<file path="src/rtl/logic_pipe_unit.sv">
// Two-stage streaming logic unit: bitwise NOT/AND/OR/XOR and logical LNOT/LAND/LOR/ZTEST on W-bit operands.
// Optional accumulator built only when LOGIC_PIPE_ACC_EN is defined; otherwise out_acc is tied to zero.
module logic_pipe_unit #(
    parameter int W = 8
) (
    input  logic         clock,
    input  logic         reset,
    input  logic         in_valid,
    output logic         in_ready,
    input  logic [2:0]   in_op,
    input  logic [W-1:0] in_a,
    input  logic [W-1:0] in_b,
    input  logic         in_acc,
    input  logic         in_clr,
    output logic         out_valid,
    input  logic         out_ready,
    output logic [W-1:0] out_data,
    output logic         out_bool,
    output logic [W-1:0] out_acc
);

    // Logical opcodes return their single result bit in bit 0, zero-extended to W.
    function automatic logic [W-1:0] logic_eval(
        input logic [2:0]   op,
        input logic [W-1:0] a,
        input logic [W-1:0] b
    );
        logic [W-1:0] r;
        logic         a_nz;
        logic         b_nz;
        r    = '0;
        a_nz = |a;
        b_nz = |b;
        case (op)
            3'd0:    r = ~a;
            3'd1:    r = a & b;
            3'd2:    r = a | b;
            3'd3:    r = a ^ b;
            3'd4:    r[0] = ~a_nz;
            3'd5:    r[0] = a_nz & b_nz;
            3'd6:    r[0] = a_nz | b_nz;
            3'd7:    r[0] = ~a_nz & ~b_nz;
            default: r = '0;
        endcase
        return r;
    endfunction

    logic         s1_valid_r;
    logic [2:0]   s1_op_r;
    logic [W-1:0] s1_a_r;
    logic [W-1:0] s1_b_r;
    logic         s2_valid_r;
    logic [W-1:0] s2_data_r;
    logic         s2_bool_r;
    logic         s2_load_s;
    logic         xfer_s;
    logic [W-1:0] eff_b_s;
    logic [W-1:0] result_s;

    assign s2_load_s = !s2_valid_r || out_ready;
    assign xfer_s    = s1_valid_r && s2_load_s;
    assign in_ready  = !s1_valid_r || s2_load_s;
    assign result_s  = logic_eval(s1_op_r, s1_a_r, eff_b_s);

`ifdef LOGIC_PIPE_ACC_EN
    logic         s1_acc_r;
    logic         s1_clr_r;
    logic [W-1:0] acc_r;

    // Effective operand B: accumulator (or zero when clearing) in acc mode, else the captured b.
    always_comb begin
        eff_b_s = s1_b_r;
        if (s1_acc_r) begin
            if (s1_clr_r) begin
                eff_b_s = '0;
            end else begin
                eff_b_s = acc_r;
            end
        end else begin
            eff_b_s = s1_b_r;
        end
    end

    // Accumulator is read and written on the same S1->S2 transfer, so chained acc ops see no hazard.
    always_ff @(posedge clock or posedge reset) begin
        if (reset) begin
            acc_r <= '0;
        end else if (xfer_s) begin
            if (s1_acc_r) begin
                acc_r <= result_s;
            end else if (s1_clr_r) begin
                acc_r <= '0;
            end else begin
                acc_r <= acc_r;
            end
        end else begin
            acc_r <= acc_r;
        end
    end

    // S1 mode flags travel alongside the operands.
    always_ff @(posedge clock or posedge reset) begin
        if (reset) begin
            s1_acc_r <= 1'b0;
            s1_clr_r <= 1'b0;
        end else if (in_valid && in_ready) begin
            s1_acc_r <= in_acc;
            s1_clr_r <= in_clr;
        end else begin
            s1_acc_r <= s1_acc_r;
            s1_clr_r <= s1_clr_r;
        end
    end

    assign out_acc = acc_r;
`else
    logic unused_mode_s;

    assign unused_mode_s = in_acc ^ in_clr;
    assign eff_b_s       = s1_b_r;
    assign out_acc       = '0;
`endif

    // S1 input register: refills whenever it is empty or draining into S2.
    always_ff @(posedge clock or posedge reset) begin
        if (reset) begin
            s1_valid_r <= 1'b0;
            s1_op_r    <= 3'd0;
            s1_a_r     <= '0;
            s1_b_r     <= '0;
        end else if (in_ready) begin
            s1_valid_r <= in_valid;
            if (in_valid) begin
                s1_op_r <= in_op;
                s1_a_r  <= in_a;
                s1_b_r  <= in_b;
            end else begin
                s1_op_r <= s1_op_r;
                s1_a_r  <= s1_a_r;
                s1_b_r  <= s1_b_r;
            end
        end else begin
            s1_valid_r <= s1_valid_r;
            s1_op_r    <= s1_op_r;
            s1_a_r     <= s1_a_r;
            s1_b_r     <= s1_b_r;
        end
    end

    // S2 output register: data/bool only change on a transfer so they hold during a stall.
    always_ff @(posedge clock or posedge reset) begin
        if (reset) begin
            s2_valid_r <= 1'b0;
            s2_data_r  <= '0;
            s2_bool_r  <= 1'b0;
        end else if (s2_load_s) begin
            s2_valid_r <= s1_valid_r;
            if (s1_valid_r) begin
                s2_data_r <= result_s;
                s2_bool_r <= |result_s;
            end else begin
                s2_data_r <= s2_data_r;
                s2_bool_r <= s2_bool_r;
            end
        end else begin
            s2_valid_r <= s2_valid_r;
            s2_data_r  <= s2_data_r;
            s2_bool_r  <= s2_bool_r;
        end
    end

    assign out_valid = s2_valid_r;
    assign out_data  = s2_data_r;
    assign out_bool  = s2_bool_r;

endmodule

</file>
<file path="config.mk">
export PLATFORM = sky130hd
export DESIGN_NAME = logic_pipe_unit
export DESIGN_NICKNAME = d
export VERILOG_FILES = /design/src/rtl/logic_pipe_unit.sv
export SDC_FILE = /design/constraint.sdc
export NUM_CORES = 1
export LEC_CHECK = 0
export ABC_AREA = 1
export CAP_MARGIN = 15
export CORE_MARGIN = 4
export CORE_UTILIZATION = 49
export CTS_BUF_LIST = sky130_fd_sc_hd__clkbuf_16
export CTS_CLUSTER_SIZE = 24
export DETAILED_ROUTE_END_ITERATION = 8
export PLACE_DENSITY = 0.9
export SLEW_MARGIN = 15
export SYNTH_ARGS = -nofsm -noshare
export SYNTH_HDL_FRONTEND = slang
export SYNTH_SLANG_ARGS = --single-unit
</file>
<file path="constraint.sdc">
create_clock -name clock -period 1.9 [get_ports clock]
set_input_delay 0.285 -clock clock [delete_from_list [all_inputs] [get_ports clock]]
set_output_delay 0.285 -clock clock [all_outputs]
set_load 0.01 [all_outputs]
</file>
Word-level counts from Yosys, hierarchy flattened
Cells that the tools add are included.
- bits in registers: 30
- input port bits: 25
- output and inout port bits: 19
- logic and storage cells: 35
- eq/ne operators: 7
- muxes and demuxes: 2
- bitwise gates (word level): 9
- reductions and logical operators: 10
- operators with widths (operator ; count):
    $pmux W7 S4 ; 1
    $reduce_or A8 Y1 ; 3
    $eq A3 B3 Y1 const B ; 4
    $and A8 B8 Y8 ; 1
    $not A8 Y8 ; 1
    $or A8 B8 Y8 ; 1
    $pmux W1 S8 ; 1
    $xor A8 B8 Y8 ; 1
    $eq A3 B2 Y1 const B ; 2
    $reduce_and A2 Y1 ; 2
    $eq A3 B1 Y1 const B ; 1
    $logic_not A3 Y1 ; 1
    $and A1 B1 Y1 ; 2
    $logic_not A1 Y1 ; 2
    $logic_or A1 B1 Y1 ; 2
    $not A1 Y1 ; 2
    $or A1 B1 Y1 ; 1

Longest topological paths before layout
Gate-level depths: netlist of run 1.
- word-level depth: 5
- depth in mapped cells: 13
- depth with buffers taken out: 13

Least setup slack after synthesis of run 1
OpenSTA, ideal clock, no wires.
- path type: register -> register
- start: register s1_a_r[3]
- end: register s2_bool_r (netlist: out_bool)
- setup time: 0.113 ns
- arrival time: 1.312 ns
- data required time: 1.787 ns
- path slack: 0.475 ns
- cell stages (with the launch flop): 13
- path buffers: 0
- period minus slack after synthesis: 1.425 ns
- cells stage by stage: dfrtp_1 > inv_1 > ha_1 > inv_1 > nor2_1 > nor2_1 > nand2_1 > nor2_1 > nand2_1 > nor2_1 > nand3_1 > nand2_1 > inv_1
- longest elaborated chain between the ends: 5
- elaborated cells on any way between the ends: 12
- those cells by class: mux: 2; bitwise: 8; reduce/logical: 2
- RTL lines (what ; line ; RTL):
    start: declaration ; 50 ; logic [W-1:0] s1_a_r;
    start signal: assignment ; 135 ; s1_a_r <= in_a;
    start signal: assignment ; 139 ; s1_a_r <= s1_a_r;
    start signal: assignment ; 145 ; s1_a_r <= s1_a_r;
    $reduce_or A8 Y1 ; 32 ; a_nz = |a;
    $not A1 Y1 ; 39, 42 ;
    $and A1 B1 Y1 ; 42 ; 3'd7: r[0] = ~a_nz & ~b_nz;
    $pmux W1 S8 ; 34 ; case (op)
    $reduce_or A8 Y1 (*) ; 160 ; s2_bool_r <= |result_s;
    end signal: assignment ; 160 ;
    end signal: assignment ; 163 ; s2_bool_r <= s2_bool_r;
    end signal: assignment ; 168 ; s2_bool_r <= s2_bool_r;
    end: declaration ; 54 ; logic s2_bool_r;
Mark *: on every way between the ends. The rest lies on a longest branch, timed or not.
A chain may end at the register's enable or synchronous reset.

Worst setup path in the final report of run 1
- start: input port out_ready
- end: output port in_ready
- longest elaborated chain between the ends: 2
- RTL lines (what ; line ; RTL):
    start: declaration ; 16 ; input logic out_ready,
    $logic_or A1 B1 Y1 ; 60 ; assign s2_load_s = !s2_valid_r || out_ready;
    $logic_or A1 B1 Y1 ; 62 ; assign in_ready = !s1_valid_r || s2_load_s;
    end: declaration ; 9 ; output logic in_ready,
No other way between the ends.

==> results.tsv, run 1 <==
metric	value	unit
top cell type's share of synthesized area	41.1	%
Post-Syn Area	1830	µm²
DIE AREA	4770	µm²
gr usage total	17.3	%
Filler cells	307	
Starting Density	52.7	%
Seq/Total Area, Yosys	41.1	%
diode count	0	
minimum clock period	1.75	ns
number of global-route vias before repair	1605	
Warnings, synthesis	0	
clock tree buffer depth	2	
Setup Total Neg Slack	0	ns
initial antenna violation count	0	
CP endpoint	in_ready	
M1 GR Usage	20.5	%
drt drc	0	
routed vias/inst	4.80	
Reg area	751	µm²
H-tree Lvls	2	
worst r2r path cells	11	
Tightest Hold Check Type	in2async	
Design Power	2.33	mW
routed vias	1600	
placer congestion estimate	0.886	
row count	21	
Slew Viols, Final	0	
CP startpoint	out_ready	
RR Endpoint	out_bool	
Post-CTS Hold Fix Bufs	0	
post-synth cell types	20	
FF-to-FF setup slack	0.21	ns
max frequency	570	MHz
pin count of the biggest net entering global routing	40	
number of synthesized flops with an enable pin	0	
Avg WL per Cell	11.6	µm
Worst Skew	0.00301	ns
number of DRC markers in iteration 0	102	
first-pass GRT wire length	6690	µm
Die Y	69.1	µm
post-detail-place hpwl	3030	µm
Final nets	327	
GRT met3 Usage	5.96	%
crit end category	output port	
Inst Count DP	325	
Root Buffer	clkbuf_16	
first-pass detailed-route iteration total	6	
Area Growth Syn to Fin	28.4	%
cell accounting for the most synthesized area	dfrtp_1	
crit path launch type	input port	
clock sinks	30	
Crit Path Category	in2out	
DIE WIDTH	69.1	µm
fin cells	333	
Worst Path Arrival	1.47	ns
I/O Pins	44	
postcts setup bufs	0	
CTS tree	yes	
Max Cap Viol	0	
most instantiated library cell after synthesis	nor2_1	
Mapped Cells	248	
Peak VDD IR	0.000613	V
asr flop ratio synth	100	%
dominant cells by area after synthesis	dfrtp_1 (41%), nor2_1 (12%), ha_1 (11%), nand2_1 (9.0%), inv_1 (6.4%)	
final wirelength	3860	µm
flops & latches, synth	30	
Fin. Hold Viols	0	
Port Buf Inserts	33	
commonest cells in the netlist	nor2_1 (58), nand2_1 (44), inv_1 (31)	
CTS buffer count	5	
Leak Pwr	1.21	nW
RSZ-0062 raised after global routing	no	
Multi-input gate area	895	µm²
gr busiest metal	met2	
Final setup viols	0	
status	finished clean	
fin crit share	92.3	%
grt met2 use	28.4	%
DP Worst Slack	0.121	ns
clk_lat worst skew	0.27	ns
Post-DRT Antenna Nets	0	
share of post-route cells with drive strength above 1	5.23	%
core region area	3470	µm²
Syn Area/Cell	7.37	µm²
ys flop type	dfrtp_1	
clock slew at reported path FFs	0.05	ns
PD cells	993	nW/µm²
Required @ worst endpoint	1.62	ns
Final WS setup	0.146	ns
total grt overflow	0	
Worst R2R Start	s1_op_r[0]	
CP Max Fanout	3	
cells in the final DEF (no fill, tap or decap), types with 2 or more instances in the layout:
cell,netlist,layout
a21oi_1,19,19
clkdlybuf4s50_1,0,33
a31oi_1,4,4
o21ai_0,8,8
buf_4,9,4
nand3_1,12,11
conb_1,1,8
dfrtp_1,30,30
nor2_1,58,58
clkinv_1,1,2
ha_1,16,16
inv_1,31,32
nand4_1,5,5
nand2_1,44,44
clkbuf_16,0,5
how the worst min path moves through the flow:
stage | from | end | cells past startpoint
finish | reset | eff_b_s[5] | 3
global route | reset | out_valid | 3
CTS | reset | s1_op_r[0] | 3
detailed placement | out_data[0] | out_data[0] | 2
global placement | out_data[0] | out_data[0] | 2
floorplan | reset | eff_b_s[0] | 1
logic make-up after synthesis:
logic type	Yosys count	share of synthesized area [%]
and+or+nand+nor	122	26.9
buffers and inverters	47	11.6
AOI/OAI and AO/OA	32	9.18
DFF	30	41.1
adders and majority gates	16	11.0
other	1	0.205
cell type report:
cell class | count | area share [%]
multi-input cells | 178 | 38.2
flip-flops and latches | 30 | 32.0
repair buffers | 38 | 16.2
clock buffers | 5 | 5.34
inverters | 33 | 5.28
well taps | 46 | 2.45
clock inverters | 3 | 0.534
registers in the layout, indices dropped and copies added (netlist names):
register,cells
out_valid,1
s1_a_r,8
out_bool,1
s1_op_r,3
out_data,8
s1_valid_r,1
eff_b_s,8
critical path, cell delays in order:
cell	delay, ns
clkdlybuf4s50_1	0.47
inv_1	0.05
nand3_1	0.11
clkdlybuf4s50_1	0.56
metal layers:
metal / wire [µm] / share of wire [%]
met1: 1700 / 44
met2: 1860 / 48
met3: 220 / 5.7
met4: 72 / 1.9
met5: 0 / 0
metrics by stage:
stage	area [µm²]	utilization (%)	hold slack (ns)
6_report	2340	67.6	0.385
5_1_grt	2340	67.6	0.442
4_1_cts	2340	67.5	0.396
3_5_place_dp	2200	63.5	0.476
3_3_place_gp	2200	63.5	0.470
2_1_floorplan	1850	-	0.376
repair_timing:
item                                    CTS  global route
gates resized for setup                   0             1
endpoints found under the setup margin    0             1
endpoints found under the hold margin     0             0
report_power, final:
group          internal (mW)  leakage, nW  switching, mW
sequential             0.776        0.342          0.104
combinational          0.344        0.794          0.380
clock                  0.470       0.0724          0.253
total                   1.59         1.21          0.737
Note: power is estimated with default switching activity, not from simulation.
==> run 2: changes to the inputs <==
==> constraint.sdc (replaced) <==
create_clock -name clock -period 1.9 [get_ports clock]
set_input_delay 0.19 -clock clock [delete_from_list [all_inputs] [get_ports clock]]
set_output_delay 0.19 -clock clock [all_outputs]
set_load 0.01 [all_outputs]
==> run 2 against run 1 <==
Final area up 1.1%. Global-route usage up 0.69 points. Non-clock buffer count unchanged. Die area unchanged. Largest cell class unchanged. Via count up 7.4%. First-iteration DRC count up 58%. Critical path type is now reg2reg. Cell count unchanged. Sequential power about the same. Clock skew up 0.00074 ns. Utilization up 0.72 points. Combinational power up 2%.
==> results.tsv, run 2 (synthesis results as in run 1) <==
metric	value	unit	change
Slew Viols, Final	0		unchanged
Port Buf Inserts	33		unchanged
most common cell after layout, fill and taps aside	nor2_1		unchanged
CTS tree	yes		unchanged
first-pass GRT wire length	6780	µm	was 6690 µm
final wirelength	4150	µm	was 3860 µm
Hold WS	0.283	ns	was 0.385 ns
clock tree buffer depth	2		unchanged
core region area	3470	µm²	unchanged
clock sinks	30		unchanged
GRT met3 Usage	5.52	%	was 5.96%
row count	21		unchanged
grt met2 use	30.3	%	was 28.4%
Fin. Hold Viols	0		unchanged
first-pass detailed-route iteration total	4		was 6
Worst R2R Start	s1_op_r[2]		was s1_op_r[0]
status	finished clean		unchanged
number of DRC markers in iteration 0	161		was 102
routed vias/inst	5.16		was 4.80
most frequent cells in the layout	nor2_1 (58), nand2_1 (44), clkdlybuf4s50_1 (33)		unchanged
Worst Path Arrival	1.91	ns	was 1.47 ns
gr busiest metal	met2		unchanged
M1 GR Usage	20.5	%	about the same
Die Y	69.1	µm	unchanged
Avg WL per Cell	12.5	µm	was 11.6 µm
Design Power	2.50	mW	was 2.33 mW
post-detail-place hpwl	3110	µm	was 3030 µm
dpl cell area	2200	µm²	unchanged
Worst Skew	0.00375	ns	was 0.00301 ns
DIE WIDTH	69.1	µm	unchanged
DIE AREA	4770	µm²	unchanged
RSZ-0062 raised after global routing	no		unchanged
H-tree Lvls	2		unchanged
number of global-route vias before repair	1537		was 1,605
clock slew at reported path FFs	0.05	ns	about the same
Filler cells	299		was 307
Tightest Hold Check Type	in2async		unchanged
design area	2370	µm²	was 2340 µm²
max frequency	592	MHz	was 570 MHz
I/O Pins	44		unchanged
Root Buffer	clkbuf_16		unchanged
placer congestion estimate	0.877		was 0.886
total grt overflow	0		unchanged
PD cells	1060	nW/µm²	was 993 nW/µm²
worst r2r path cells	9		was 11
Area Growth Syn to Fin	29.7	%	was 28.4%
postcts setup bufs	0		unchanged
minimum clock period	1.69	ns	was 1.75 ns
Leak Pwr	1.22	nW	was 1.21 nW
Required @ worst endpoint	2.12	ns	was 1.62 ns
clk_lat worst skew	0.28	ns	was 0.27 ns
fin crit share	88.9	%	was 92.3%
Setup Total Neg Slack	0	ns	unchanged
Starting Density	52.7	%	unchanged
crit end category	flop		was output port
CTS buffer count	5		unchanged
DP Worst Slack	0.176	ns	was 0.121 ns
Final WS setup	0.211	ns	was 0.146 ns
share of post-route cells with drive strength above 1	5.57	%	was 5.23%
Inst Count DP	325		unchanged
Post-DRT Antenna Nets	0		unchanged
drt drc	0		unchanged
initial antenna violation count	0		unchanged
Crit Path Category	reg2reg		was in2out
Multi-input gate area	890	µm²	was 895 µm²
diode count	0		unchanged
Reg area	752	µm²	was 751 µm²
routed vias	1719		was 1,600
Final setup viols	0		unchanged
CP Max Fanout	11		was 3
gr usage total	18.0	%	was 17.3%
CP startpoint	s1_op_r[2]		was out_ready
pin count of the biggest net entering global routing	40		unchanged
crit path launch type	flop		was input port
Peak VDD IR	0.000698	V	was 0.000613 V
final core utilization	68.3	%	was 67.6%
Final nets	327		unchanged
fin cells	333		unchanged
Max Cap Viol	0		unchanged
==> run 2: cell count changes in the layout (fill, tap and decap cells not counted), sizes merged <==
cell,change
bufinv,+1
clkinv,-2
clkinvlp,+1
==> run 2: cell type report <==
cell class	instances	area share [%]
multi-input combinational	178	37.5
sequential	30	31.7
timing repair buffer	38	16.1
clock buffer	5	5.28
inverter	33	5.23
tap	46	2.43
clock inverter	3	1.74
==> run 2: critical path, cell delays in order, from the launching register on <==
cell and delay [ns]:
dfrtp_1 0.41, inv_1 0.25, nand3_1 0.31, o21ai_0 0.25
nor2_1 0.10, nand3_1 0.10, nor2_1 0.05, nand3_1 0.07
nand2_1 0.05, inv_1 0.04
==> run 2: path summary, 6_finish.rpt <==
| path | end | slack (ns) |
|---|---|---|
| setup / recovery | out_bool | 0.21 |
| hold / removal | out_valid | 0.28 |
| setup reg to reg | out_bool | 0.21 |
| hold reg to reg | out_data[0] | 0.49 |
| max in group asynchronous | s1_op_r[0] | 1.32 |
| min in group clock | eff_b_s[0] | 0.49 |
==> run 2: power breakdown <==
group          switching [mW]  internal, mW  total (mW)
combinational           0.394         0.346       0.740
sequential              0.105         0.776       0.882
clock                   0.270         0.611       0.881
==> run 2: metal layers <==
metal,vias to the layer above,wire length (µm)
li1,837,-
met1,787,1660
met2,81,2020
met3,14,339
met4,0,128
met5,-,0
==> run 2: what timing repair did <==
action	4_1_cts	5_1_grt
endpoints found under the setup margin	0	1
hold buffers	0	0
gates resized for setup	0	1
